[config.mk]
export PLATFORM = sky130hd
export DESIGN_NAME = toa_fine_code_generator
export DESIGN_NICKNAME = d
export VERILOG_FILES = /design/src/rtl/toa_fine_code_generator.sv
export SDC_FILE = /design/constraint.sdc
export NUM_CORES = 1
export LEC_CHECK = 0
export CORE_ASPECT_RATIO = 0.5
export CORE_MARGIN = 1.5
export CORE_UTILIZATION = 55
export CTS_CLUSTER_SIZE = 30
export DETAILED_ROUTE_END_ITERATION = 10
export GPL_TIMING_DRIVEN = 0
export PLACE_DENSITY = 0.81
export SYNTH_ARGS = -nofsm -noshare
export SYNTH_HDL_FRONTEND = slang
export SYNTH_SLANG_ARGS = --single-unit
[constraint.sdc]
create_clock -name clk -period 2.57 [get_ports clk]
set_clock_uncertainty 0.1 [all_clocks]
set_input_delay 0.6425 -clock clk [delete_from_list [all_inputs] [get_ports clk]]
set_output_delay 0.6425 -clock clk [all_outputs]
set_load 0.03 [all_outputs]
[src/rtl/toa_fine_code_generator.sv]
// toa_fine_code_generator
//   Builds the 63-bit delay-line phase word that the TOA fine-phase encoder
//   consumes, for self-test and calibration of that encoder. A word for value
//   N has RUN_LEN consecutive ones starting at bit N (wrapping mod 63); N = 63
//   gives an all-zero word whose expected encoder result is 6'h3F.
//   Words are launched either one at a time (mode 01, valid/ready load) or as
//   an auto-incrementing sweep (mode 10), held for hold_cycles+1 cycles, and
//   may carry one inverted ("bubble") bit.
//
// Ports
//   clk, rst       clock, synchronous active-high reset
//   mode           00 idle, 01 single, 10 sweep, 11 behaves as 00
//   in_valid       single: value offered / sweep: start strobe
//   in_ready       high only in IDLE with mode 01
//   in_value       single value or sweep start value (63 starts a sweep at 0)
//   hold_cycles    word is presented for hold_cycles+1 cycles (sampled at launch)
//   inj_en/inj_bit bubble request, sampled when a word is built (63 = none)
//   code_out       phase word (holds its last value when not valid)
//   code_valid     high during the hold window of a launched word
//   code_value     nominal N of code_out (expected encoder output)
//   code_injected  current word carries a bubble
//   sweep_wrap     high on the first valid cycle of a word 0 reached by 62->0
//   dbg_state      current FSM state, exported for checkers
//
// Handshake: a single-mode value transfers on a rising clk edge where
//   in_valid && in_ready; in_ready never depends on in_valid, and in_valid
//   offered while in_ready is low is simply not taken (re-offer in IDLE).
module toa_fine_code_generator #(
  parameter int RUN_LEN = 4,
  parameter int HOLD_W  = 8
) (
  input  logic              clk,
  input  logic              rst,
  input  logic [1:0]        mode,
  input  logic              in_valid,
  output logic              in_ready,
  input  logic [5:0]        in_value,
  input  logic [HOLD_W-1:0] hold_cycles,
  input  logic              inj_en,
  input  logic [5:0]        inj_bit,
  output logic [62:0]       code_out,
  output logic              code_valid,
  output logic [5:0]        code_value,
  output logic              code_injected,
  output logic              sweep_wrap,
  output logic [2:0]        dbg_state
);

  if (RUN_LEN < 1 || RUN_LEN > 8) begin : g_bad_run_len
    $error("toa_fine_code_generator: RUN_LEN must be in 1..8");
  end

  // RUN_LEN ones at the bottom, duplicated so a rotate is a plain slice.
  localparam logic [62:0]  BASE = 63'((64'd1 << RUN_LEN) - 64'd1);
  localparam logic [125:0] DUP  = {BASE, BASE};

  typedef enum logic [2:0] {
    S_IDLE       = 3'd0,
    S_LOAD       = 3'd1,
    S_HOLD       = 3'd2,
    S_SWEEP_LOAD = 3'd3,
    S_SWEEP_HOLD = 3'd4
  } state_t;

  state_t            state, state_next;
  logic [5:0]        cap_value;
  logic              cap_inj_en;
  logic [5:0]        cap_inj_bit;
  logic [5:0]        sweep_cnt;
  logic              wrap_pend;
  logic [HOLD_W-1:0] hold_cnt;
  logic              hold_done;

  logic [5:0]        launch_n;
  logic              launch_en;
  logic [5:0]        launch_bit;
  logic [6:0]        rot_sh;
  logic [62:0]       word_nom;
  logic              launch_hit;
  logic [62:0]       word_launch;

  assign dbg_state = state;
  assign hold_done = (hold_cnt == '0);

  // Next state and in_ready. Mode is only consulted in IDLE and at hold
  // expiry, so a mode change never truncates a word.
  always_comb begin
    state_next = state;
    in_ready   = 1'b0;
    case (state)
      S_IDLE: begin
        in_ready = (mode == 2'b01) && !rst;
        if (mode == 2'b01 && in_valid)      state_next = S_LOAD;
        else if (mode == 2'b10 && in_valid) state_next = S_SWEEP_LOAD;
      end
      S_LOAD:       state_next = S_HOLD;
      S_SWEEP_LOAD: state_next = S_SWEEP_HOLD;
      S_HOLD:       if (hold_done) state_next = S_IDLE;
      S_SWEEP_HOLD: if (hold_done) state_next = (mode == 2'b10) ? S_SWEEP_LOAD : S_IDLE;
      default:      state_next = S_IDLE;
    endcase
  end

  // Word builder: rotate left by N over 63 bits via a 7-bit slice offset,
  // then apply the optional bubble.
  always_comb begin
    launch_n   = cap_value;
    launch_en  = cap_inj_en;
    launch_bit = cap_inj_bit;
    if (state == S_SWEEP_LOAD) begin
      launch_n   = sweep_cnt;
      launch_en  = inj_en;
      launch_bit = inj_bit;
    end
    rot_sh      = 7'd63 - {1'b0, launch_n};
    word_nom    = (launch_n == 6'd63) ? '0 : DUP[rot_sh +: 63];
    launch_hit  = launch_en && (launch_bit != 6'd63);
    word_launch = word_nom ^ (launch_hit ? (63'd1 << launch_bit) : 63'd0);
  end

  always_ff @(posedge clk) begin
    if (rst) begin
      state         <= S_IDLE;
      cap_value     <= '0;
      cap_inj_en    <= 1'b0;
      cap_inj_bit   <= '0;
      sweep_cnt     <= '0;
      wrap_pend     <= 1'b0;
      hold_cnt      <= '0;
      code_out      <= '0;
      code_valid    <= 1'b0;
      code_value    <= '0;
      code_injected <= 1'b0;
      sweep_wrap    <= 1'b0;
    end else begin
      state      <= state_next;
      sweep_wrap <= 1'b0;
      case (state)
        S_IDLE: begin
          if (mode == 2'b01 && in_valid) begin
            cap_value   <= in_value;
            cap_inj_en  <= inj_en;
            cap_inj_bit <= inj_bit;
          end else if (mode == 2'b10 && in_valid) begin
            sweep_cnt <= (in_value == 6'd63) ? 6'd0 : in_value;
            wrap_pend <= 1'b0;
          end
        end
        S_LOAD, S_SWEEP_LOAD: begin
          code_out      <= word_launch;
          code_value    <= launch_n;
          code_injected <= launch_hit;
          code_valid    <= 1'b1;
          hold_cnt      <= hold_cycles;
          if (state == S_SWEEP_LOAD) begin
            sweep_wrap <= wrap_pend;
            wrap_pend  <= 1'b0;
          end
        end
        S_HOLD, S_SWEEP_HOLD: begin
          if (hold_done) begin
            code_valid <= 1'b0;
            if (state == S_SWEEP_HOLD) begin
              sweep_cnt <= (sweep_cnt == 6'd62) ? 6'd0 : 6'(sweep_cnt + 6'd1);
              wrap_pend <= (sweep_cnt == 6'd62);
            end
          end else begin
            hold_cnt <= hold_cnt - HOLD_W'(1);
          end
        end
        default: ;
      endcase
    end
  end

endmodule
---- After elaboration in Yosys (flattened, before gate mapping) ----
Cells that the tools add are included.
word-level totals
  register bits ........................... 103
  bits of input ports ..................... 26
  output and inout bits ................... 76
  logic and storage cells ................. 87
cells by class
  add/sub/neg operators ................... 3
  equality and inequality tests ........... 19
  shifts and indexed selects .............. 2
  muxes and demuxes ....................... 29
  bitwise logic cells ..................... 3
  reductions and logical operators ........ 19
operators by type and width
  kind                                                                            number
  63-bit 2-to-1 mux                                                               2
  126-bit by 8-bit indexed part select with 63-bit output (first input constant)  1
  1-bit by 6-bit << shifter with 63-bit output (first input constant)             1
  63-bit XOR                                                                      1
  6-bit 2-to-1 mux                                                                8
  6-bit equality test (second input constant)                                     3
  2-bit inequality test (second input constant)                                   8
  8-bit case mux with 2 select lines                                              1
  3-bit case mux with 5 select lines                                              1
  3-bit 2-to-1 mux                                                                4
  6-bit case mux with 2 select lines                                              1
  8-bit logical NOT                                                               1
  1-bit 2-to-1 mux                                                                8
  8-bit 2-to-1 mux                                                                1
  8-bit by 1-bit subtractor with 8-bit output (second input constant)             1
  6-bit by 6-bit subtractor with 7-bit output (first input constant)              1
  6-bit by 1-bit adder with 6-bit output (second input constant)                  1
  3-bit by 2-bit equality test with 1-bit output (second input constant)          2
  6-bit inequality test (second input constant)                                   1
  2-bit AND reduction                                                             3
  6-bit AND reduction                                                             1
  5-bit AND reduction                                                             1
  1-bit logical AND                                                               4
  2-bit nonzero test                                                              2
  15 further kinds                                                                17

---- Depth between registers and ports, before layout ----
  depth in word-level cells ............... 6
  mapped depth ............................ 11
  gate-level depth less buffers ........... 7

---- Worst setup path after synthesis ----
No wires, ideal clock.
  kind .................................... register to register
  start ................................... reg state[2] (netlist: dbg_state[2])
  end ..................................... reg code_out[1]
  library setup time ...................... 0.117 ns
  arrival ................................. 2.357 ns
  data required time ...................... 2.353 ns
  slack ................................... -0.005 ns
  stages on the path, launching flop included .. 10
  buffers on the path ..................... 4
  period minus slack after synthesis ...... 2.575 ns
  path through ............................ dfxtp_1 buf_6 nand3b_4 buf_6 buf_8 buf_12 mux2i_4 nor2_1 or4_1 a32o_1
between the ends
  word-level cells in the longest chain between the ends .. 6
  elaborated cells on any way between the ends .. 15
  classes of those cells .................. add/sub: 1; eq/ne: 4; shift: 2; mux: 5; bitwise: 1; reduce/logical: 2
ends and longest elaborated chain
  what                                                                                          RTL line  RTL
  start, declared                                                                               65        state_t state, state_next;
  start signal, assigned                                                                        136       state <= state_next;
  3-bit by 2-bit equality test with 1-bit output                                                110, 138
  6-bit 2-to-1 mux                                                                              110       if (state == S_SWEEP_LOAD) begin
  6-bit by 6-bit subtractor with 7-bit output or 6-bit inequality test (tied branches)          115, 117
  126-bit by 8-bit indexed part select with 63-bit output or 1-bit logical AND (tied branches)  116, 117
  63-bit 2-to-1 mux (on tied branches)                                                          116, 118
  63-bit XOR                                                                                    118       word_launch = word_nom ^ (launch_hit ? (63'd1 << launch_bit) : 63'd0);
  end signal, assigned                                                                          150       code_out <= word_launch;
  end, declared                                                                                 41        output logic [62:0] code_out,
Several ways; a longest one is shown, not always the timed one.
A chain may end at the register's enable or synchronous reset.

---- Worst setup path after layout ----
Same ends and word-level chain as after synthesis.

==> flow_summary.yaml <==
outcome:
  status: "finished clean"
synth:
  synthTopCellsByArea: "dfxtp_1 (30%), nor2_1 (5.5%), mux2i_1 (5.0%)"
  yosysSeqAreaShare_pct: 30.4
  netlist.area_leader.share_pct: 30.4
  synth_commonest_cells: "dfxtp_1 (103), nor2_1 (100), nand3_1 (60), nand2_1 (57), clkbuf_1 (53)"
  synth_cell_types: 73
  synthCells: 824
  ys.flop_type: "dfxtp_1"
  synth-edff-count: 0
  syn_area_per_cell_um2: 8.23
  synth_seq_cells: 103
  syn-cell-area_mm2: 0.00678
  synth_nets: 854
  synth_area_leader_cell: "dfxtp_1"
  yosys_warnings: 0
  synthArstFlopShare_pct: 0
  yosys.cell_count.top_type: "dfxtp_1"
global_routing:
  overflow: 0
  grt_start_max_net_pins: 19
  grt_usage_pct: 39.7
  grt_pass1_vias: 6884
  antenna_found_initial: 1
  grt_pass1_wl_mm: 39.0
place:
  place_ws_ps: -914
  dp_hpwl_mm: 18.3
  port_buffers: 100
  gp_congestion: 1.01
  place_area_mm2: 0.00799
clock_tree:
  cts_num_sinks: 103
  cts_buffers: 9
  cts_root_buf: "clkbuf_16"
  h-tree-depth: 3
  holdBufCountCts: 0
  clk_pin_slew_ps: 80
  cts_buffer_depth: 2
  cts_tree: "yes"
  clock_latency_ps: 370
timing:
  tightest_slew_ps: 782
  period_needed_ps: 2540
  drv_slew: 0
  setup_viol: 0
  finalHoldViolations: 0
  slew_headroom_pct: 47.5
  layout_setup_ws_ps: 30.1
  fmax_mhz: 394
  setup_tns_ps: 0
  period_share_pct: 98.8
route:
  drc: 0
  wl_mm: 26.9
  ant_nets: 0
  wl_per_cell_um: 23.8
  avgViaCountPerCell: 6.84
  vias: 7726
  drtPass1Iterations: 5
  drtIter0Drc: 1214
floorplan:
  io_pins: 102
  die_w_um: 160
  die_y_um: 81.5
  placementRows: 28
  initial_core_util_pct: 56.9
  fp.dieArea_mm2: 0.0130
  fp.coreArea_mm2: 0.0119
setup_path:
  crit_path_end_kind: "flop"
  required_ps: 2730
  critPathArrivalTime_ps: 2700
  worstPathCellList: "buf_6 -> nand3b_4 -> buf_12 -> buf_12 -> bufbuf_16 -> mux2i_4 -> nor2_1 -> or4_1 -> a32o_1"
  crit_top_cell: "buf_12"
  crit_slowest_cell: "or4_1"
  crit_path_max_fanout: 7
  max_stage_delay_ps: 510
  crit_type: "reg -> reg"
  start_kind: "flop"
final_layout:
  fin_nets: 991
  syn2layout_area_growth_pct: 32.8
  fin_area_mm2: 0.00900
  drive_gt1_share_pct: 17.6
  diodes: 0
  fill_cells: 924
pwr:
  peakVddDrop_v: 0.000561
  power.switching_mw: 3.61
  p_per_area_mw_per_mm2: 884
  clkPwrFrac_pct: 18.7
  comb_power_share_pct: 52.8
  p_int_mw: 4.34
  p_seq_share_pct: 28.5
  p_leak_nw: 3.12
  total_power_mw: 7.95
  switching_share_pct: 45.4
flow_run:
  drv_cap: 0
hold_path:
  min_path_type: "reg -> reg"
[layer usage]
| metal | part of all wire, % | global-route usage, % | up-vias |
|---|---|---|---|
| li1 | - | - | 3341 |
| met1 | 40 | 52.7 | 3712 |
| met2 | 42 | 61.4 | 576 |
| met3 | 15 | 12.3 | 97 |
| met4 | 3.0 | 14.3 | 0 |
| met5 | 0 | 0 | - |
[sequential cells by signal, summed over array words and instances, names as in the netlist, 3 cells and up]
| signal | flops |
|---|---|
| cap_inj_bit | 6 |
| cap_value | 6 |
| code_out | 63 |
| code_value | 6 |
| dbg_state | 3 |
| hold_cnt | 8 |
| sweep_cnt | 6 |
[what timing repair did]
item / CTS / global route
buffers inserted: 10 / 14
cloned: 2 / 0
hold endpoints to repair: 0 / 0
pin swaps: 2 / 1
resized for setup: 58 / 68
endpoints found under the setup margin: 75 / 65
[cell usage in the layout, fill, tap and decap left out, types with 20 or more instances in the layout]
cell             netlist  routed
dfxtp_1              103     101
clkdlybuf4s50_1        0      99
nor2_1               100      98
nand3_1               60      59
nand2_1               57      56
a211oi_1              34      31
clkbuf_1              53      30
buf_4                  3      29
o21ai_0               28      28
a21oi_1               25      25
nand2b_1              22      22
mux2i_4                6      21
clkbuf_2               0      20
[stage by stage]
step                cells  hold WS (ps)  util, %
finish               1130           363     75.6
global route         1130           386     75.6
CTS                  1116           363     72.7
detailed placement   1089           345     67.1
global placement     1089           338     67.1
floorplan             824           339        -
[path summary, 6_finish.rpt]
| kind | endpoint | cells past startpoint | slack, ps | start |
|---|---|---|---|---|
| min | code_out[14] | 2 | 360 | code_out[14] |
| max reg2reg | code_out[1] | 9 | 30 | dbg_state[2] |
| max | code_out[1] | 9 | 30 | dbg_state[2] |
| min reg2reg | code_out[14] | 2 | 360 | code_out[14] |
[power by group through the flow]
stage / Sequential (mW) / Combinational [mW] / Clock (mW)
finish: 2.26 / 4.20 / 1.49
global route: 2.29 / 4.44 / 1.53
CTS: 2.23 / 3.91 / 1.48
detailed placement: 2.26 / 3.75 / 0
global placement: 2.25 / 3.70 / 0
floorplan: 2.74 / 1.98 / 0
[worst max-delay path, delay by kind of cell (launching register included)]
family / cells / cell delay [ps]
muxes: 1 / 300
AOI/OAI and AO/OA: 1 / 260
and+or+nand+nor: 3 / 740
buffers and inverters: 4 / 660
DFF: 1 / 350
[kinds of logic (layout without fill, tap and decap cells)]
group / after synthesis / in the layout / synth area share, %
mux: 65 / 65 / 11.6
xor+xnor: 29 / 29 / 3.75
buf+inv: 78 / 219 / 5.70
compound gates: 180 / 180 / 19.4
fa+ha+maj: 4 / 4 / 0.738
flops: 103 / 103 / 30.4
simple gates: 365 / 365 / 28.4
[cell type report]
type | instances | area (um2) | share of cell area [%]
Tap cell | 165 | 206 | 2.29
Sequential cell | 103 | 2060 | 22.9
Clock buffer | 9 | 225 | 2.50
Inverter | 4 | 15.0 | 0.167
Buffer | 74 | 450 | 5.00
Clock inverter | 6 | 78.8 | 0.876
Multi-Input combinational cell | 643 | 4700 | 52.2
Timing Repair Buffer | 126 | 1260 | 14.0
No activity file was read; power rests on OpenSTA's default activity.
